--- config.mk ---
export PLATFORM = sky130hd
export DESIGN_NAME = fetch_unit_flat
export DESIGN_NICKNAME = d
export VERILOG_FILES = /design/src/rtl/fetch_unit_if.sv /design/src/rtl/fetch_unit.sv /design/src/flat_wrapper.sv
export SDC_FILE = /design/constraint.sdc
export NUM_CORES = 1
export LEC_CHECK = 0
export ABC_AREA = 1
export BUFFER_PORTS_ARGS = -buffer_cell sky130_fd_sc_hd__buf_2
export CAP_MARGIN = 20
export CORE_ASPECT_RATIO = 2
export CORE_MARGIN = 2
export CORE_UTILIZATION = 30
export DETAILED_ROUTE_END_ITERATION = 10
export SLEW_MARGIN = 20
export SYNTH_ARGS = -nofsm -noshare
export SYNTH_HDL_FRONTEND = slang
export SYNTH_SLANG_ARGS = --single-unit
--- constraint.sdc ---
create_clock -name clk -period 4.2 [get_ports clk]
set_clock_uncertainty 0.15 [all_clocks]
set_input_delay 0.21 -clock clk [delete_from_list [all_inputs] [get_ports clk]]
set_output_delay 0.21 -clock clk [all_outputs]
set_load 0.03 [all_outputs]
--- src/rtl/fetch_unit_if.sv ---
// Fetch unit bus bundle: LSB fetch port, ROB redirect and decoder head.
// The fetch unit sits on the master side; the surrounding pipeline sits on the slave side.
interface fetch_unit_if;
   logic        if_full;
   logic        ins_ready;
   logic [31:0] ins_value;
   logic        redirect;
   logic [31:0] redirect_pc;
   logic        issue_stall;
   logic [31:0] pc_addr;
   logic        new_ins;
   logic        inst_valid;
   logic [31:0] inst_out;
   logic [31:0] inst_pc;
   logic        pred_taken;

   modport master (
      input  if_full, ins_ready, ins_value, redirect, redirect_pc, issue_stall,
      output pc_addr, new_ins, inst_valid, inst_out, inst_pc, pred_taken
   );

   modport slave (
      output if_full, ins_ready, ins_value, redirect, redirect_pc, issue_stall,
      input  pc_addr, new_ins, inst_valid, inst_out, inst_pc, pred_taken
   );
endinterface

--- src/rtl/fetch_unit.sv ---
// Instruction fetch stage: sequential PC requests to the LSB, an in-order
// instruction queue for the decoder, and ROB / static JAL redirects that
// discard responses belonging to the abandoned path.
module fetch_unit #(
   parameter int          DEPTH    = 4,
   parameter logic [31:0] RESET_PC = 32'h0
) (
   input logic          clk,
   input logic          rst,
   fetch_unit_if.master bus
);

   localparam int             CW      = $clog2(DEPTH + 1);
   localparam int             PW      = (DEPTH > 1) ? $clog2(DEPTH) : 1;
   localparam logic [CW:0]    LIMIT   = (CW + 1)'(DEPTH);
   localparam logic [CW-1:0]  FULL    = CW'(DEPTH);
   localparam logic [6:0]     JAL_OP  = 7'b1101111;

   logic [31:0]   fetch_pc;
   logic          fetch_req;
   logic [31:0]   resp_pc;
   logic [CW-1:0] outstanding;
   logic [CW-1:0] discard;
   logic [CW-1:0] count;
   logic [PW-1:0] head;
   logic [PW-1:0] tail;

   logic [31:0]   q_ins  [DEPTH];
   logic [31:0]   q_pc   [DEPTH];
   logic          q_pred [DEPTH];

   logic          resp_ok;
   logic          push;
   logic          pop;
   logic          jal_take;
   logic          issue;
   logic [CW-1:0] out_next;
   logic [CW-1:0] count_next;
   logic [31:0]   jal_pc;

   // Outstanding count after one edge; never drops below zero.
   function automatic logic [CW-1:0] out_step(input logic [CW-1:0] cur,
                                              input logic          req,
                                              input logic          rsp);
      logic [CW:0] sum;
      sum = {1'b0, cur} + {{CW{1'b0}}, req};
      if (rsp && (sum != '0)) sum = sum - (CW + 1)'(1);
      return sum[CW-1:0];
   endfunction

   // JAL target: PC plus the sign-extended J-type immediate.
   function automatic logic [31:0] jal_target(input logic [31:0] pc,
                                              input logic [31:0] ins);
      logic [31:0] imm;
      imm = {{11{ins[31]}}, ins[31], ins[19:12], ins[20], ins[30:21], 1'b0};
      return pc + imm;
   endfunction

   function automatic logic [PW-1:0] next_ptr(input logic [PW-1:0] p);
      if (p == PW'(DEPTH - 1)) return '0;
      return p + PW'(1);
   endfunction

   // Classify this cycle's response, queue movement and next-request decision.
   always_comb begin
      resp_ok    = bus.ins_ready && (outstanding != '0);
      push       = resp_ok && (discard == '0) && !bus.redirect;
      jal_take   = push && (bus.ins_value[6:0] == JAL_OP);
      jal_pc     = jal_target(resp_pc, bus.ins_value);
      pop        = (count != '0) && !bus.issue_stall;
      out_next   = out_step(outstanding, fetch_req, resp_ok);
      count_next = count;
      if (bus.redirect)       count_next = '0;
      else if (push && !pop)  count_next = count + CW'(1);
      else if (!push && pop)  count_next = count - CW'(1);
      issue = !bus.if_full && !bus.redirect && !jal_take &&
              (({1'b0, out_next} + {1'b0, count_next}) < LIMIT);
   end

   // Control state: PCs, request flag, in-flight accounting and queue pointers.
   always_ff @(posedge clk) begin
      if (!rst) begin
         fetch_pc    <= RESET_PC;
         resp_pc     <= RESET_PC;
         fetch_req   <= 1'b0;
         outstanding <= '0;
         discard     <= '0;
         count       <= '0;
         head        <= '0;
         tail        <= '0;
      end else begin
         outstanding <= out_next;
         fetch_req   <= issue;
         count       <= count_next;
         if (bus.redirect) begin
            fetch_pc <= bus.redirect_pc;
            resp_pc  <= bus.redirect_pc;
            discard  <= out_next;
            head     <= '0;
            tail     <= '0;
         end else begin
            if (jal_take) begin
               fetch_pc <= jal_pc;
               resp_pc  <= jal_pc;
               discard  <= out_next;
            end else begin
               if (fetch_req) fetch_pc <= fetch_pc + 32'd4;
               if (push) resp_pc <= resp_pc + 32'd4;
               if (resp_ok && (discard != '0)) discard <= discard - CW'(1);
            end
            if (push) tail <= next_ptr(tail);
            if (pop)  head <= next_ptr(head);
         end
      end
   end

   // Queue storage; contents only matter where count marks them live.
   always_ff @(posedge clk) begin
      if (push) begin
         q_ins[tail]  <= bus.ins_value;
         q_pc[tail]   <= resp_pc;
         q_pred[tail] <= jal_take;
      end
   end

   // The issue rule reserves room, so a push onto a full queue needs a same-edge pop.
   assert property (@(posedge clk) disable iff (!rst) !(push && !pop && (count == FULL)));

   assign bus.pc_addr    = fetch_pc;
   assign bus.new_ins    = fetch_req;
   assign bus.inst_valid = (count != '0);
   assign bus.inst_out   = (count != '0) ? q_ins[head]  : 32'h0;
   assign bus.inst_pc    = (count != '0) ? q_pc[head]   : 32'h0;
   assign bus.pred_taken = (count != '0) ? q_pred[head] : 1'b0;

endmodule

--- src/flat_wrapper.sv ---
// flat-port wrapper written by rule: the top's interface ports become plain ports
module fetch_unit_flat 
#(
   parameter int          DEPTH    = 4,
   parameter logic [31:0] RESET_PC = 32'h0
)
  (clk, rst, bus_if_full, bus_ins_ready, bus_ins_value, bus_redirect, bus_redirect_pc, bus_issue_stall, bus_pc_addr, bus_new_ins, bus_inst_valid, bus_inst_out, bus_inst_pc, bus_pred_taken);
  fetch_unit_if bus_i ();
  input logic clk;
  input logic rst;
  input wire logic [$bits(bus_i.if_full)-1:0] bus_if_full;
  input wire logic [$bits(bus_i.ins_ready)-1:0] bus_ins_ready;
  input wire logic [$bits(bus_i.ins_value)-1:0] bus_ins_value;
  input wire logic [$bits(bus_i.redirect)-1:0] bus_redirect;
  input wire logic [$bits(bus_i.redirect_pc)-1:0] bus_redirect_pc;
  input wire logic [$bits(bus_i.issue_stall)-1:0] bus_issue_stall;
  output wire logic [$bits(bus_i.pc_addr)-1:0] bus_pc_addr;
  output wire logic [$bits(bus_i.new_ins)-1:0] bus_new_ins;
  output wire logic [$bits(bus_i.inst_valid)-1:0] bus_inst_valid;
  output wire logic [$bits(bus_i.inst_out)-1:0] bus_inst_out;
  output wire logic [$bits(bus_i.inst_pc)-1:0] bus_inst_pc;
  output wire logic [$bits(bus_i.pred_taken)-1:0] bus_pred_taken;
  assign bus_i.if_full = bus_if_full;
  assign bus_i.ins_ready = bus_ins_ready;
  assign bus_i.ins_value = bus_ins_value;
  assign bus_i.redirect = bus_redirect;
  assign bus_i.redirect_pc = bus_redirect_pc;
  assign bus_i.issue_stall = bus_issue_stall;
  assign bus_pc_addr = bus_i.pc_addr;
  assign bus_new_ins = bus_i.new_ins;
  assign bus_inst_valid = bus_i.inst_valid;
  assign bus_inst_out = bus_i.inst_out;
  assign bus_inst_pc = bus_i.inst_pc;
  assign bus_pred_taken = bus_i.pred_taken;
  fetch_unit #(.DEPTH(DEPTH), .RESET_PC(RESET_PC)) u_core (.clk(clk), .rst(rst), .bus(bus_i));
endmodule
==> impl_metrics.toml, run 1 <==
[run_status]
outcome = "completed"

[critical_path]
endpoint_kind = "output port"
arrival_ns = 2.84
path_max_fanout = 36
r2r_slack_ns = 1.13
ff2ff_path_depth = 12
critical_path_class = "reg2out"
startpoint_type = "flop"
timing.rr.end = "u_core.bus.pc_addr[24]"
required_ns = 3.84
r2r-start = "u_core.discard[0]"

[global_route]
track_usage_pct = 19.0
gr-max-usage-layer = "met2"
overflow = 0
met2_usage_pct = 35.9
use_met3_pct = 1.54
use_met1_pct = 20.4
grt_max_degree = 102
grt_antenna_before_repair = 1
grt_pass1_vias = 15800
grt_pass1_wl_um = 89800

[cells_and_area]
fin_util_pct = 35.6
fillers = 6269
diodes = 0
syn_to_final_growth_pct = 18.2
layout_common_cells = "nand2_1 (499), nor2_1 (401), edfxtp_1 (260)"
nNetsFinal = 2541
drive_gt1_share_pct = 11.4
regArea_um2 = 9410
finalInstanceArea_um2 = 21300
final_common_cell = "nand2_1"
multiInputGateArea_um2 = 7440

[clock_tree]
cts.clk_slew.worst_paths_ns = 0.07
cts_tree = "done"
cts_setup_buffers = 0
clkSinkCount = 340
cts-buffers-inserted = 29
htreeDepth = 1
clkLatencyLatePin_ns = 0.58
clock_path_buffers = 3
cts_root_buf = "clkbuf_16"

[synthesis]
synth_edf_count = 260
synthDistinctLibCells = 45
syn_avg_cell_area_um2 = 8.12
yosys_warnings = 0
syn_nets = 2337
async_flop_share_pct = 0
ys_ff_latch = 340
synth_area_um2 = 18000
synthCells = 2219
synthFlopType = "edfxtp_1"
yosysSeqAreaShare_pct = 52.2

[hold_path]
hold_class = "in2reg"
hold_start = "bus_redirect"
whs_endpoint = "u_core.tail[0]"
whs_path_depth = 4

[placed_design]
portBuffers = 168
placed_area_um2 = 19700
dp_hpwl_um = 43700
place.gp.congestion = 0.977

[floorplanning]
die_height_um = 351
die_w_um = 177
core_region_area_um2 = 59700
rows = 127
dieArea_um2 = 62200
design.portCount = 169
start_util_pct = 30.2

[sta]
setup_viol = 0
slew_violations = 0
clock.fmax_mhz = 313
slew_headroom_pct = 35.8
layout_min_cycle_time_ns = 3.20
tightestPinTransition_ns = 0.963
rsz0062_at_grt = "false"
finalCritPeriodShare_pct = 76.2
whs_ns = 0.0873
hold_violations = 0

[route]
vias_per_cell = 4.91
detail-route-antenna-nets = 0
routed_wl_um = 60200
wl_per_cell_um = 18.7
drtIter0Drc = 938
drc_errors = 0
vias = 15800
firstDrtPassIters = 6

[power]
ir_worst_vdd_v = 0.000303
power.leakage_nw = 8.99
p_per_area_nw_per_um2 = 352

[run]
maxCapViolCount = 0
[critical path, stage by stage, from the launching register on]
cell	delay, ns
dfxtp_4	0.47
inv_2	0.50
buf_4	0.44
o21ai_0	0.15
a21oi_1	0.39
buf_2	0.29
[registers in the layout, indices dropped and copies added (netlist names), named ones only]
name,count
u_core.bus.new_ins,1
u_core.bus.pc_addr,32
u_core.count,3
u_core.discard,3
u_core.head,2
u_core.outstanding,3
u_core.q_ins,128
u_core.q_pc,128
u_core.q_pred,4
u_core.resp_pc,32
u_core.tail,2
[cell type report]
cell class / count / area share [%]
Tap cell: 774 / 4.55
Clock inverter: 11 / 0.335
Sequential cell: 340 / 44.2
Inverter: 221 / 3.91
Timing Repair Buffer: 261 / 8.26
Clock buffer: 42 / 3.82
Multi-Input combinational cell: 1570 / 34.9
[Yosys cell counts, types with 4 or more instances]
| library cell | instances | share of area [%] |
|---|---|---|
| inv_1 | 216 | 4.5 |
| nand2_1 | 499 | 10 |
| o21ai_0 | 215 | 6.0 |
| inv_2 | 4 | 0.083 |
| nor3_1 | 29 | 0.81 |
| nor2_1 | 405 | 8.4 |
| edfxtp_1 | 260 | 43 |
| nand4_1 | 12 | 0.42 |
| dfxtp_1 | 80 | 8.9 |
| a21oi_1 | 152 | 4.2 |
| or2_2 | 13 | 0.45 |
| ha_1 | 47 | 3.3 |
| clkbuf_1 | 49 | 1.0 |
| xor2_1 | 23 | 1.1 |
| nand3b_1 | 9 | 0.37 |
| buf_1 | 24 | 0.50 |
| a31oi_1 | 18 | 0.62 |
| a211oi_1 | 4 | 0.17 |
| nand3_1 | 94 | 2.6 |
| o21bai_1 | 4 | 0.17 |
| buf_2 | 9 | 0.25 |
| xnor2_1 | 10 | 0.49 |
| o21ai_1 | 6 | 0.17 |
[timing repair]
item,4_1_cts,5_1_grt
resized for setup,0,0
hold buffers,68,0
endpoints found under the hold margin,201,0
[cells by family after synthesis]
kind of cell / Yosys count / share of synthesized area, %
compound gates: 409 / 11.7
xor+xnor: 33 / 1.60
fa+ha+maj: 48 / 3.37
buf+inv: 309 / 6.70
flops: 340 / 52.2
simple gates: 1080 / 24.4
[power breakdown]
part,leakage [nW],switching (mW),internal (mW)
Clock,0.434,1.24,1.35
Sequential,3.02,0.132,3.70
Combinational,5.54,0.728,0.354
[through the flow]
step | std cells | TNS (ns) | setup WS, ns | power (mW)
4_1_cts | 3219 | 0 | 0.893 | 7.57
3_3_place_gp | 3098 | 0 | 1.25 | 4.93
5_1_grt | 3219 | 0 | 0.831 | 7.82
3_5_place_dp | 3098 | 0 | 1.14 | 4.94
6_report | 3219 | 0 | 1.00 | 7.51
2_1_floorplan | 2219 | -46.81 | -0.180 | 4.55
[layer usage]
metal	share of wire, %	vias up
li1	-	7741
met1	38	7492
met2	52	438
met3	3.7	129
met4	5.7	0
met5	0	-
[worst max path at each step]
stage                                  from  slack (ns)                      to
after floorplan           u_core.discard[0]       -0.18      u_core.q_ins[0][0]
after global placement    u_core.discard[0]        1.25  u_core.bus.pc_addr[22]
after detailed placement  u_core.discard[0]        1.14   u_core.bus.pc_addr[4]
after CTS                              flop        0.89          bus_inst_pc[9]
after global routing                   flop        0.83          bus_inst_pc[9]
final                                  flop        1.00          bus_inst_pc[9]
Power figures use the tool's default switching activity.
==> run 2: changes to the inputs <==
- clock period: 4.2 -> 3.09 ns (I/O delays scaled with it)
==> impl_metrics.toml, run 2 (same netlist as run 1, synthesis figures left out) <==
[critical_path]
slowest_stage = "dfxtp_4"
critical_path_class = "reg2out"
arrival_ns = 2.59
startpoint_type = "flop"
path_max_fanout = 56
cp_cell_sequence = "buf_12 -> buf_4 -> nor2_1 -> nor2_1 -> o21ai_0 -> a21oi_1 -> buf_2"
crit_path_frequent_cell = "nor2_1"
endpoint_kind = "output port"
required_ns = 2.79
cp_slowest_stage_delay_ns = 0.55

[cells_and_area]
final_common_cell = "nand2_1"
diodes = 0
drive_gt1_share_pct = 12.7
syn_to_final_growth_pct = 20.9
layout_common_cells = "nand2_1 (499), nor2_1 (401), edfxtp_1 (260)"
finalInstanceArea_um2 = 21800
reg_top3 = "u_core.q_ins x128, u_core.q_pc x128"
fin_cells = 3255
nNetsFinal = 2574

[power]
p_per_area_nw_per_um2 = 499
power.total_mw = 10.9
ir_worst_vdd_v = 0.000450
power.leakage_nw = 9.26

[global_route]
grt_max_degree = 66
overflow = 0
grt_pass1_wl_um = 95000
met2_usage_pct = 39.7
gr-max-usage-layer = "met2"
grt_antenna_before_repair = 0
grt_pass1_vias = 16000
track_usage_pct = 20.4
use_met1_pct = 21.6
use_met3_pct = 1.69

[clock_tree]
clkLatencyLatePin_ns = 0.62
cts_root_buf = "clkbuf_16"
htreeDepth = 1
clkSinkCount = 340
cts-buffers-inserted = 31
clock_path_buffers = 3
cts.clk_slew.worst_paths_ns = 0.07
cts_setup_buffers = 0
cts_tree = "done"

[route]
drc_errors = 0
drtIter0Drc = 1106
firstDrtPassIters = 6
vias = 16000
routed_wl_um = 64300
wl_per_cell_um = 19.7
vias_per_cell = 4.92
detail-route-antenna-nets = 0

[sta]
fin_ws_ns = 0.199
tns_ns = 0
tightestPinTransition_ns = 0.690
finalCritPeriodShare_pct = 93.6
setup_viol = 0
slew_violations = 0
slew_headroom_pct = 54.0
rsz0062_at_grt = "false"
hold_violations = 0
clock.fmax_mhz = 346
layout_min_cycle_time_ns = 2.89

[placed_design]
portBuffers = 168
place.gp.congestion = 1.01
placed_area_um2 = 20000
dp.cells = 3128
pre_cts_ws_ns = 0.145
dp_hpwl_um = 46500

[floorplanning]
design.portCount = 169
rows = 127
core_region_area_um2 = 59700
die_w_um = 177
dieArea_um2 = 62200
die_height_um = 351
start_util_pct = 30.2

[run]
maxCapViolCount = 0

[hold_path]
hold_class = "in2reg"

[run_status]
outcome = "completed"
run 2: stage by stage:
stage                     utilization (%)  hold slack, ns
after floorplan                         -           0.103
final                                36.5          0.0680
after global placement               33.5           0.220
after global routing                 36.5          0.0365
after CTS                            36.5          0.0561
after detailed placement             33.5           0.228
run 2: layout make-up:
type | instances | area [um2]
Clock buffer | 36 | 805
Clock inverter | 22 | 262
Fill cell | 6242 | 38000
Inverter | 221 | 835
Multi-Input combinational cell | 1570 | 7440
Sequential cell | 340 | 9410
Tap cell | 774 | 968
Timing Repair Buffer | 292 | 2070
run 2: worst max-delay path: cells and delay by family, from the launching register on:
family                 cells  cell delay, ns
AO/OA/AOI/OAI              2            0.31
buffers and inverters      3            0.91
flip-flops                 1            0.55
AND/OR/NAND/NOR            2            0.17
run 2: path summary, 6_finish.rpt:
| check | from | endpoint | slack, ns | cells after the start |
|---|---|---|---|---|
| worst max-delay path | flop | bus_inst_out[14] | 0.20 | 7 |
| worst min-delay path | bus_ins_value[31] | u_core.q_ins[2][31] | 0.07 | 2 |
| worst max register to register | u_core.resp_pc[1] | u_core.resp_pc[29] | 0.25 | 14 |
| worst min register to register | u_core.bus.pc_addr[0] | u_core.bus.pc_addr[0] | 0.35 | 2 |
run 2: power breakdown:
group	internal, mW	switching [mW]
clock	2.30	1.83
sequential	5.03	0.145
combinational	0.510	1.05
run 2: repair_timing:
action                                 CTS  global route
resized for setup                        0             3
hold buffers                            69             0
endpoints found under the hold margin  201             0
setup endpoints to repair                0             6
run 2: routing by layer:
metal | routed length [um] | share of wire (%)
met1 | 23700 | 37
met2 | 34600 | 54
met3 | 2520 | 3.9
met4 | 3500 | 5.5
met5 | 0 | 0
==> run 3: changes to the inputs <==
- ABC_AREA: 1 -> 0
==> impl_metrics.toml, run 3 <==
[global_route]
track_usage_pct = 17.3
grt_max_degree = 66
grt_antenna_before_repair = 2
grt_pass1_vias = 12600
overflow = 0
grt_pass1_wl_um = 74900

[cells_and_area]
final_common_cell = "edfxtp_1"
drive_gt1_share_pct = 25.4
nNetsFinal = 1728
reg_top3 = "u_core.q_ins x128, u_core.q_pc x128"
finalInstanceArea_um2 = 20500
syn_to_final_growth_pct = 23.9
layout_common_cells = "edfxtp_1 (260), buf_2 (168), a21oi_1 (91)"
fin_cells = 2312

[clock_tree]
clock_path_buffers = 3
cts_root_buf = "clkbuf_16"
htreeDepth = 1
cts.clk_slew.worst_paths_ns = 0.07
clkSinkCount = 340
cts_tree = "done"
cts-buffers-inserted = 31
clkLatencyLatePin_ns = 0.60

[synthesis]
synth-compound-area-share_pct = 12.6
yosys_warnings = 0
synthCells = 1314
ys_ff_latch = 340
synth_top_area_share_pct = 47.2
synth_area_um2 = 16500
async_flop_share_pct = 0
syn_avg_cell_area_um2 = 12.6
synth_edf_count = 260
synthFlopType = "edfxtp_1"
synthSimpleGateAreaFrac_pct = 11.8
syn_nets = 1432
synth.most_common_cell = "edfxtp_1"
synth_xor_area_share_pct = 2.91
synth_top_family_by_area = "compound AO/OA/AOI/OAI gates"
synth.area.mux_share_pct = 9.25
synthDistinctLibCells = 85
yosysSeqAreaShare_pct = 56.9
synthAdderAreaFrac_pct = 3.74
yosys-top-cells-count = "edfxtp_1 (260), a21oi_1 (92), dfxtp_1 (80)"
synthTopCellsByArea = "edfxtp_1 (47%), dfxtp_1 (9.7%), mux4_2 (8.9%)"
yosys.area.top_type = "edfxtp_1"

[sta]
finalCritPeriodShare_pct = 95.4
rsz0062_at_grt = "false"
tightestPinTransition_ns = 0.688
whs_ns = 0.0494
slew_violations = 0
tns_ns = 0
setup_viol = 0
layout_min_cycle_time_ns = 2.95
slew_headroom_pct = 53.7
hold_violations = 0
clock.fmax_mhz = 339

[placed_design]
placed_area_um2 = 18700
portBuffers = 168
place.gp.congestion = 0.911
dp_hpwl_um = 36400
dp.cells = 2184

[route]
firstDrtPassIters = 5
vias = 12200
vias_per_cell = 5.29
drc_errors = 0
drtIter0Drc = 956
wl_per_cell_um = 21.5
detail-route-antenna-nets = 0
routed_wl_um = 49700

[critical_path]
cp_slowest_stage_delay_ns = 0.49
critical_path_class = "reg2reg"
path_depth = 9
crit_path_end = "u_core.bus.pc_addr[16]"
cp_cell_sequence = "or3_1 -> nand3_1 -> or3_2 -> clkinv_1 -> buf_12 -> nor2_1 -> buf_4 -> o31ai_1 -> a221oi_1"
ff2ff_path_depth = 9
r2r_slack_ns = 0.14
path_delay_family = "simple AND/OR/NAND/NOR gates"
endpoint_kind = "flop"
path_max_fanout = 20
critPathLaunch = "u_core.outstanding[2]"
slowest_stage = "nor2_1"
startpoint_type = "flop"
crit_buf_inv = 3
arrival_ns = 3.29
timing.rr.end = "u_core.bus.pc_addr[16]"
required_ns = 3.43
r2r-start = "u_core.outstanding[2]"

[run]
maxCapViolCount = 0

[power]
p_per_area_nw_per_um2 = 532
power.leakage_nw = 7.46
ir_worst_vdd_v = 0.000432
power.total_mw = 10.9

[floorplanning]
core_region_area_um2 = 54500
die_height_um = 336
die_w_um = 170
design.portCount = 169
dieArea_um2 = 57100
start_util_pct = 30.3
rows = 121

[hold_path]
hold_class = "in2reg"
hold_start = "bus_ins_ready"

[run_status]
outcome = "completed"
run 3: how the worst min path moves through the flow:
stage	endpoint	slack (ns)	depth (start not counted)
after floorplan	u_core.q_ins[0][0]	0.10	0
after global placement	u_core.q_ins[2][7]	0.22	1
after detailed placement	u_core.q_ins[0][7]	0.23	1
after CTS	u_core.discard[2]	0.003	5
after global routing	u_core.outstanding[2]	0.07	4
final	u_core.outstanding[2]	0.05	4
run 3: layout make-up:
| cell class | count | area, um2 |
|---|---|---|
| clock inverter | 25 | 282 |
| tap | 676 | 846 |
| sequential | 340 | 9420 |
| inverter | 27 | 101 |
| clock buffer | 33 | 783 |
| fill | 5301 | 34000 |
| timing repair buffer | 331 | 2340 |
| multi-input combinational | 879 | 6710 |
| antenna | 1 | 2.50 |
run 3: per-layer routing:
metal | track usage, % | up-vias | part of all wire (%)
li1 | - | 5667 | -
met1 | 19.5 | 5953 | 39
met2 | 31.6 | 485 | 51
met3 | 2.11 | 115 | 5.1
met4 | 9.24 | 0 | 5.3
met5 | 0 | - | 0
run 3: kinds of logic (layout without fill, tap and decap cells):
| logic type | Yosys count | count (layout) |
|---|---|---|
| and+or+nand+nor | 381 | 381 |
| DFF | 340 | 340 |
| AOI/OAI and AO/OA | 323 | 323 |
| buffers and inverters | 95 | 416 |
| muxes | 71 | 71 |
| xor gates and xnor gates | 55 | 55 |
| adders and majority gates | 49 | 49 |
| other | 0 | 1 |
run 3: power by group:
group,internal (mW),total [mW],switching (mW)
combinational,0.631,1.68,1.04
sequential,5.04,5.13,0.0944
clock,2.28,4.09,1.81
total,7.95,10.9,2.95
run 3: worst reg2reg max path, stage by stage, from the launching register on:
cell,delay (ns)
dfxtp_1,0.34
or3_1,0.46
nand3_1,0.17
or3_2,0.18
clkinv_1,0.12
buf_12,0.18
nor2_1,0.50
buf_4,0.35
o31ai_1,0.12
a221oi_1,0.28
run 3: what timing repair did:
item	in CTS	in global routing
pin swaps	0	3
gates resized for setup	1	8
hold buffers	67	0
endpoints found under the setup margin	1	6
endpoints found under the hold margin	191	0
setup buffers	0	2
run 3: stage by stage:
step,util [%],worst slack (ns)
after global routing,37.6,0.0196
after floorplan,-,0.297
final,37.6,0.141
after detailed placement,34.3,0.000147
after global placement,34.3,-0.0185
after CTS,37.5,0.0366
